===== src/rtl/pc_fetch_pkg.sv =====
// Shared constants for the instruction-fetch sequencer.
// No logic; state encodings, next-address select codes and defaults.
// Imported by pc_fetch_ctrl and pc_next_sel.
package pc_fetch_pkg;

    // FSM state encodings
    localparam logic [1:0] ST_IDLE  = 2'd0;
    localparam logic [1:0] ST_REQ   = 2'd1;
    localparam logic [1:0] ST_HOLD  = 2'd2;
    localparam logic [1:0] ST_FLUSH = 2'd3;

    // Next-address select codes for pc_next_sel
    localparam logic [1:0] SEL_HOLD = 2'd0;
    localparam logic [1:0] SEL_SEQ  = 2'd1;
    localparam logic [1:0] SEL_BR   = 2'd2;

    localparam int          INSTR_BYTES_DFLT  = 4;
    localparam logic [31:0] RESET_VECTOR_DFLT = 32'h0;

endpackage


===== src/rtl/pc_next_sel.sv =====
// Next-address select: hold, sequential increment, or word-aligned branch target.
// Latency: purely combinational.
// Backpressure: none; the caller decides when the result is registered.
module pc_next_sel
    import pc_fetch_pkg::*;
#(
    parameter int ADDR_WIDTH  = 32,
    parameter int INSTR_BYTES = INSTR_BYTES_DFLT
) (
    input  logic [1:0]            sel_i,
    input  logic [ADDR_WIDTH-1:0] cur_i,
    input  logic [ADDR_WIDTH-1:0] target_i,
    output logic [ADDR_WIDTH-1:0] next_o
);

    // Low two target bits are forced to zero; the increment wraps naturally modulo 2^ADDR_WIDTH.
    always_comb begin
        next_o = cur_i;
        case (sel_i)
            SEL_SEQ: next_o = cur_i + ADDR_WIDTH'(INSTR_BYTES);
            SEL_BR:  next_o = target_i & ~ADDR_WIDTH'(3);
            default: next_o = cur_i;
        endcase
    end

endmodule


===== src/rtl/pc_fetch_ctrl.sv =====
// Instruction-fetch sequencer: owns pc, issues one imem read at a time, feeds decode via output+skid buffer.
// Latency: fetched word is valid on the edge its ack completes; zero-wait memory gives one word per cycle.
// Backpressure: stall holds the output; a second word parks in the skid and requests pause until consumed.
module pc_fetch_ctrl
    import pc_fetch_pkg::*;
#(
    parameter int                    ADDR_WIDTH   = 32,
    parameter logic [ADDR_WIDTH-1:0] RESET_VECTOR = ADDR_WIDTH'(RESET_VECTOR_DFLT),
    parameter int                    INSTR_BYTES  = INSTR_BYTES_DFLT
) (
    input  logic                  clk,
    input  logic                  reset_n,
    input  logic                  branch_valid,
    input  logic [ADDR_WIDTH-1:0] branch_target,
    input  logic                  stall,
    output logic                  imem_req,
    output logic [ADDR_WIDTH-1:0] imem_addr,
    input  logic                  imem_ack,
    input  logic [ADDR_WIDTH-1:0] imem_rdata,
    output logic                  instr_valid,
    output logic [ADDR_WIDTH-1:0] instr,
    output logic [ADDR_WIDTH-1:0] instr_pc,
    output logic [ADDR_WIDTH-1:0] pc
);

    logic [1:0]            state_q, state_d;
    logic [ADDR_WIDTH-1:0] pc_q, pc_d;
    logic [ADDR_WIDTH-1:0] addr_q, addr_d;
    logic                  out_vld_q, out_vld_d;
    logic [ADDR_WIDTH-1:0] out_dat_q, out_dat_d;
    logic [ADDR_WIDTH-1:0] out_pc_q, out_pc_d;
    logic                  skid_vld_q, skid_vld_d;
    logic [ADDR_WIDTH-1:0] skid_dat_q, skid_dat_d;
    logic [ADDR_WIDTH-1:0] skid_pc_q, skid_pc_d;
    logic [1:0]            pc_sel;
    logic [ADDR_WIDTH-1:0] pc_next;
    logic                  req_active;
    logic                  consume;

    assign req_active = (state_q == ST_REQ) || (state_q == ST_FLUSH);
    assign consume    = out_vld_q && !stall;

    pc_next_sel #(
        .ADDR_WIDTH  (ADDR_WIDTH),
        .INSTR_BYTES (INSTR_BYTES)
    ) u_next_sel (
        .sel_i    (pc_sel),
        .cur_i    (pc_q),
        .target_i (branch_target),
        .next_o   (pc_next)
    );

    assign pc_d = pc_next;

    // FSM, address and buffer next-state; a branch overrides stall and ack.
    always_comb begin
        state_d    = state_q;
        pc_sel     = SEL_HOLD;
        addr_d     = addr_q;
        out_vld_d  = out_vld_q;
        out_dat_d  = out_dat_q;
        out_pc_d   = out_pc_q;
        skid_vld_d = skid_vld_q;
        skid_dat_d = skid_dat_q;
        skid_pc_d  = skid_pc_q;

        if (branch_valid) begin
            out_vld_d  = 1'b0;
            skid_vld_d = 1'b0;
            pc_sel     = SEL_BR;
            if (req_active && !imem_ack) begin
                // Read still outstanding: keep imem_addr stable and drain it.
                state_d = ST_FLUSH;
            end else begin
                state_d = ST_REQ;
                addr_d  = pc_next;
            end
        end else begin
            case (state_q)
                ST_IDLE: state_d = ST_REQ;
                ST_REQ: begin
                    if (consume) out_vld_d = 1'b0;
                    if (imem_ack) begin
                        pc_sel = SEL_SEQ;
                        addr_d = pc_next;
                        if (!out_vld_q || consume) begin
                            out_vld_d = 1'b1;
                            out_dat_d = imem_rdata;
                            out_pc_d  = addr_q;
                        end else begin
                            skid_vld_d = 1'b1;
                            skid_dat_d = imem_rdata;
                            skid_pc_d  = addr_q;
                            state_d    = ST_HOLD;
                        end
                    end
                end
                ST_HOLD: begin
                    if (consume) begin
                        out_dat_d  = skid_dat_q;
                        out_pc_d   = skid_pc_q;
                        skid_vld_d = 1'b0;
                        state_d    = ST_REQ;
                    end
                end
                default: begin
                    // FLUSH: the returning word is dropped, then fetch resumes at pc.
                    if (consume) out_vld_d = 1'b0;
                    if (imem_ack) begin
                        state_d = ST_REQ;
                        addr_d  = pc_q;
                    end
                end
            endcase
        end
    end

    // State registers; reset abandons any outstanding read.
    always_ff @(posedge clk or negedge reset_n) begin
        if (!reset_n) begin
            state_q    <= ST_IDLE;
            pc_q       <= RESET_VECTOR;
            addr_q     <= RESET_VECTOR;
            out_vld_q  <= 1'b0;
            out_dat_q  <= '0;
            out_pc_q   <= '0;
            skid_vld_q <= 1'b0;
            skid_dat_q <= '0;
            skid_pc_q  <= '0;
        end else begin
            state_q    <= state_d;
            pc_q       <= pc_d;
            addr_q     <= addr_d;
            out_vld_q  <= out_vld_d;
            out_dat_q  <= out_dat_d;
            out_pc_q   <= out_pc_d;
            skid_vld_q <= skid_vld_d;
            skid_dat_q <= skid_dat_d;
            skid_pc_q  <= skid_pc_d;
        end
    end

    assign imem_req    = req_active;
    assign imem_addr   = addr_q;
    assign pc          = pc_q;
    assign instr_valid = out_vld_q;
    assign instr       = out_dat_q;
    assign instr_pc    = out_pc_q;

endmodule


===== config.mk =====
export PLATFORM = sky130hd
export DESIGN_NAME = pc_fetch_ctrl
export DESIGN_NICKNAME = d
export VERILOG_FILES = /design/src/rtl/pc_fetch_pkg.sv /design/src/rtl/pc_next_sel.sv /design/src/rtl/pc_fetch_ctrl.sv
export SDC_FILE = /design/constraint.sdc
export NUM_CORES = 1
export LEC_CHECK = 0
export ABC_AREA = 1
export CORE_MARGIN = 2
export CORE_UTILIZATION = 56
export DETAILED_ROUTE_END_ITERATION = 10
export PLACE_DENSITY = 0.86
export SYNTH_ARGS = -nofsm -noshare
export SYNTH_HDL_FRONTEND = slang
export SYNTH_HIERARCHICAL = 1
export SYNTH_SLANG_ARGS = --single-unit

===== constraint.sdc =====
create_clock -name clk -period 4.4 [get_ports clk]
set_input_delay 0.44 -clock clk [delete_from_list [all_inputs] [get_ports clk]]
set_output_delay 0.44 -clock clk [all_outputs]
set_load 0.01 [all_outputs]

==> results of run 1 <==
==> worst max-delay path, delay by kind of cell (launching register included) <==
kind | cells | cell delay (ns)
AOI/OAI and AO/OA | 2 | 0.33
and+or+nand+nor | 6 | 0.79
adders and majority gates | 1 | 0.68
buffers and inverters | 3 | 0.56
DFF | 1 | 0.54
==> synthesized netlist by cell type <==
cell type / number
nand4_1: 2
nand3_1: 133
nor2_2: 8
a21oi_1: 48
or2_2: 1
inv_2: 5
nor3_1: 2
dfrtp_1: 195
o211ai_1: 2
ha_1: 3
nor2_1: 87
a22oi_1: 8
buf_6: 15
o22ai_1: 1
o21ai_0: 79
buf_2: 47
buf_4: 1
inv_1: 103
clkbuf_8: 3
o21bai_1: 1
nand2_1: 379
nand3_2: 3
nand2_2: 9
and2_1: 3
nand2_4: 2
clkbuf_1: 11
nor2_4: 10
o21ai_1: 62
a31oi_1: 32
a21oi_2: 2
==> power by group through the flow <==
stage	clock network (mW)	logic [mW]	registers (mW)
after floorplan	0	1.84	3.31
after global placement	0	3.45	3.21
after detailed placement	0	3.55	3.24
after CTS	1.60	3.58	3.22
after global routing	1.67	3.97	3.33
final	1.58	3.58	3.24
==> logic make-up after synthesis <==
group           after synthesis  share of synthesized area, %
buf+inv                     185                          9.18
compound gates              235                          12.8
flops                       195                          49.8
fa+ha+maj                     3                         0.383
simple gates                639                          27.9
==> area by class of cell <==
class / instances / area [sq um]
Tap cell: 225 / 282
Multi-Input combinational cell: 877 / 4030
Fill cell: 1345 / 4880
Sequential cell: 195 / 4880
Timing Repair Buffer: 210 / 2100
Clock buffer: 19 / 443
Inverter: 108 / 405
Clock inverter: 13 / 158
==> metrics by stage <==
| stage | setup WS (ns) | utilization (%) |
|---|---|---|
| 2_1_floorplan | 2.18 | - |
| 3_3_place_gp | 1.27 | 68.1 |
| 3_5_place_dp | 1.26 | 68.1 |
| 4_1_cts | 1.48 | 71.6 |
| 5_1_grt | 1.16 | 71.6 |
| 6_report | 1.42 | 71.6 |
==> per-layer routing <==
layer | up-vias | GRT usage [%] | wire length, um
li1 | 4368 | - | -
met1 | 4331 | 42.0 | 11300
met2 | 511 | 44.0 | 12000
met3 | 41 | 3.91 | 2370
met4 | 0 | 8.85 | 427
met5 | - | 0 | 0
==> registers in the layout, summed over array words and instances, names as in the netlist <==
register     flops
imem_addr       32
instr           32
instr_pc        32
pc              32
skid_dat_q      32
skid_pc_q       32
state_q          2
instr_valid      1
==> path summary, 6_finish.rpt <==
path                                                  end  slack, ns  cells past startpoint
max in group asynchronous                pc[27]$_DFF_PN0_       3.29                      2
min in group clk                 instr_pc[14]$_DFFE_PN0P_       0.47                      2
worst max register to register  imem_addr[12]$_DFFE_PN0P_       1.42                     12
worst min register to register   instr_pc[14]$_DFFE_PN0P_       0.47                      2
worst max-delay path            imem_addr[12]$_DFFE_PN0P_       1.42                     12
worst min-delay path                instr[10]$_DFFE_PN0P_       0.15                      1
==> out/metrics.csv, run 1 <==
metric,value,unit
vias,9251,
drive_gt1_share,6.12,%
antenna_cells,0,
coreArea,0.0172,sq mm
whs,0.152,ns
area_growth,25.4,%
grt_pass1_wl,41800,um
post-cts-setup-buffers,0,
clk_latency,0.43,ns
wire_per_inst,15.8,um
worstPathRequired,4.75,ns
clock_skew,0.0114,ns
crit_path_start_kind,flip-flop,
critPathMaxStageDelay,0.68,ns
drv_slew,0,
syn_inst,1257,
cts_hold_buffers,0,
fin_crit,2.98,ns
tns,0,ns
nNetsFinal,1481,
setup_viol,0,
io-pin-count,199,
crit_start,state_q[0]$_DFFE_PN0P_,
p_int,5.09,mW
drcViolationCount,0,
die_h,136,um
place_area,0.0117,sq mm
grt_pass1_vias,8386,
post-route-period-util,67.8,%
netlist_area,0.00980,sq mm
p_total,8.40,mW
ys_seq_area_share,49.8,%
final_common_cell,nand2_1,
grt_setup_unrepaired,false,
clk_pin_slew,0.07,ns
power.share.clock,18.9,%
fin_cells,1647,
cts_buffers,17,
yosys_warnings,6,
cts_resized,0,
worstSetupEndpointType,flip-flop,
die_area,0.0186,sq mm
synth_top_area_share,49.8,%
p_per_area,683,mW/mm^2
cp_slowest_cell,ha_1,
rows,48,
drtPass1Iterations,8,
routed_wl,26100,um
initial_core_util,57.1,%
outcome,"complete, no violations",
gr-total-overflow,0,
holdCritPathClass,in2async,
vdd_drop_max,314,uV
criticalPathCategory,reg2reg,
hold_viol,0,
antenna_found_initial,0,
leakage,5.72,nW
final_cell_area,0.0123,sq mm
reg2reg_from,state_q[0]$_DFFE_PN0P_,
syn_area_per_cell,7.80,sq um
tightest_slew,1.15,ns
gp_congestion,0.948,
synth_area_leaders,"dfrtp_1 50%, nand2_1 15%, nand3_1 6.8%",
fmax,335,MHz
post-place-cells,1615,
postRouteAntennaNets,0,
crit_path_cell_trace,inv_2 > nor2_4 > nand2_1 > nor2_1 > inv_1 > ha_1 > inv_2 > nand4_1 > nand3_1 > a21oi_1 > nand2_1 > a31oi_1,
crit_fanout,25,
most-common-layout-cells,"378 x nand2_1, 195 x dfrtp_1, 195 x clkdlybuf4s50_1",
swShare,39.4,%
cap_violations,0,
comb_power_share,42.6,%
yosys.area.top_type,dfrtp_1,
syn-num-nets,1329,
worstPathArrival,3.34,ns
cts-root-buf,clkbuf_16,
die_x,136,um
drt_iter0_drc,861,
dp_hpwl,17200,um
grt_max_degree,129,
slew_headroom,23.2,%
cts_tree,built,
p_switching,3.31,mW
seqPwrFrac,38.6,%
synth_cell_type_count,30,
grtUsageTotal,28.5,%
portBuffers,196,
cts.sinks,195,
cts-htree-levels,4,
max-clock-path-buffers,2,
vias_per_cell,5.62,
synth_seq_cells,195,
Note: power is estimated with default switching activity, not from simulation.
==> run 2, diff against run 1 <==
Settings changed: CORE_UTILIZATION 56 to 52, PLACE_DENSITY 0.86 to 0.81.
Clock period 4.4 ns to 3 ns, I/O delays scaled along.
==> run 2 against run 1 <==
- critical path depth did not move
- register-to-register slack got worse by 0.99 ns
- clock power rose by 49%
- flip-flop and latch count did not move
- clock skew rose by 0.0017 ns
- maximum frequency rose by 16%
- sequential share of layout area fell by 0.26 points
- critical endpoint unchanged
==> out/metrics.csv, run 2 (same netlist as run 1, synthesis figures left out) <==
metric,value,unit
io-pin-count,199,
fin_cells,1663,
most-common-layout-cells,"378 x nand2_1, 195 x dfrtp_1, 195 x clkdlybuf4s50_1",
grt_setup_unrepaired,false,
whs,0.427,ns
cts_tree,built,
ff2ff_setup_slack,0.43,ns
worstSetupEndpointType,flip-flop,
cts-htree-levels,4,
grtUsageTotal,26.6,%
max-clock-path-buffers,2,
outcome,"complete, no violations",
die_x,141,um
p_switching,4.91,mW
grt_max_degree,103,
critPathMaxStageDelay,0.55,ns
final_common_cell,nand2_1,
cts.sinks,195,
p_total,12.3,mW
worstPathArrival,2.86,ns
antenna_found_initial,0,
power.share.clock,19.1,%
vias_per_cell,5.51,
clk_pin_slew,0.07,ns
postRouteAntennaNets,0,
cp_slowest_cell,dfrtp_1,
tightest_slew,0.775,ns
comb_power_share,42.7,%
fmax,389,MHz
hold_viol,0,
p_per_area,997,mW/mm^2
portBuffers,196,
cts-root-buf,clkbuf_16,
leakage,5.75,nW
gr-total-overflow,0,
post-route-period-util,85.7,%
antenna_cells,0,
holdCritPathClass,in2reg,
place_ws,0.423,ns
tns,0,ns
dp_hpwl,17400,um
fin_crit,2.57,ns
vdd_drop_max,503,uV
drcViolationCount,0,
die_area,0.0200,sq mm
drt_iter0_drc,801,
drive_gt1_share,6.58,%
cts_buffers,17,
grt_pass1_vias,8402,
crit_fanout,25,
clock_skew,0.0131,ns
slew_headroom,48.4,%
rows,50,
cap_violations,0,
final.setup.worst_slack,0.428,ns
crit_path_start_kind,flip-flop,
post-place-cells,1630,
drv_slew,0,
swShare,39.8,%
crit_path_cell_trace,inv_2 > nor2_4 > nand2_1 > nor2_1 > inv_1 > ha_1 > inv_2 > nand4_1 > nand3_1 > a21oi_1 > nand2_1 > a31oi_1,
criticalPathCategory,reg2reg,
die_h,141,um
grt_pass1_wl,42800,um
wire_per_inst,16.0,um
cts_resized,0,
routed_wl,26500,um
nNetsFinal,1488,
gp_congestion,0.928,
vias,9157,
fill_cells,1497,
seqPwrFrac,38.3,%
multi_input_area,0.00403,sq mm
worstPathRequired,3.29,ns
area_growth,26.2,%
setup_viol,0,
drtPass1Iterations,5,
seqCellArea,0.00488,sq mm
coreArea,0.0186,sq mm
initial_core_util,52.8,%
clk_latency,0.43,ns
p_int,7.42,mW
-- run 2: cell types whose count changed in the layout (fill, tap and decap cells not counted), sizes merged --
cell / previous run / this run
clkinv: 7 / 3
inv: 110 / 115
clkbuf: 20 / 19
clkinvlp: 1 / 2
dlygate4sd3: 0 / 1
bufinv: 3 / 2
buf: 14 / 20
-- run 2: repair_timing --
action,in CTS,in global routing
setup buffers,0,0
hold endpoints to repair,68,0
hold buffers,1,0
-- run 2: final timing paths --
check                                       start                   endpoint  cells past startpoint
setup / recovery           state_q[0]$_DFFE_PN0P_  imem_addr[12]$_DFFE_PN0P_                     12
hold / removal                      imem_rdata[2]  skid_dat_q[2]$_DFFE_PN0P_                      3
setup reg to reg           state_q[0]$_DFFE_PN0P_  imem_addr[12]$_DFFE_PN0P_                     12
hold reg to reg              instr[7]$_DFFE_PN0P_       instr[7]$_DFFE_PN0P_                      2
max in group asynchronous                 reset_n      instr[31]$_DFFE_PN0P_                      3
min in group asynchronous                 reset_n      instr[10]$_DFFE_PN0P_                      2
-- run 2: metrics by stage --
step,util [%],instance area [sq um]
after floorplan,-,9800
after global placement,63.3,11800
after CTS,66.6,12400
after global routing,66.6,12400
final,66.6,12400
after detailed placement,63.3,11800
-- run 2: layout make-up --
class / count / area share [%]
tap: 234 / 2.37
inverter: 108 / 3.28
sequential: 195 / 39.4
multi-input combinational: 877 / 32.6
clock inverter: 14 / 1.32
timing repair buffer: 217 / 17.5
clock buffer: 18 / 3.55
-- run 2: metal layers --
metal | track usage (%) | part of all wire (%)
met1 | 38.3 | 44
met2 | 41.4 | 46
met3 | 3.98 | 7.8
met4 | 9.26 | 2.0
met5 | 0 | 0
-- run 2: power by group through the flow --
stage	combinational (mW)	clock (mW)	sequential, mW
finish	5.27	2.35	4.72
global route	5.81	2.50	4.87
floorplan	2.70	0	4.85
CTS	5.29	2.38	4.70
detailed placement	5.26	0	4.74
global placement	5.10	0	4.70
-- run 2: critical path, delay by kind of cell, from the launching register on --
| family | cells | cell delay (ns) |
|---|---|---|
| buffers and inverters | 3 | 0.56 |
| and+or+nand+nor | 6 | 0.82 |
| DFF | 1 | 0.55 |
| adders and majority gates | 1 | 0.35 |
| AOI/OAI and AO/OA | 2 | 0.15 |
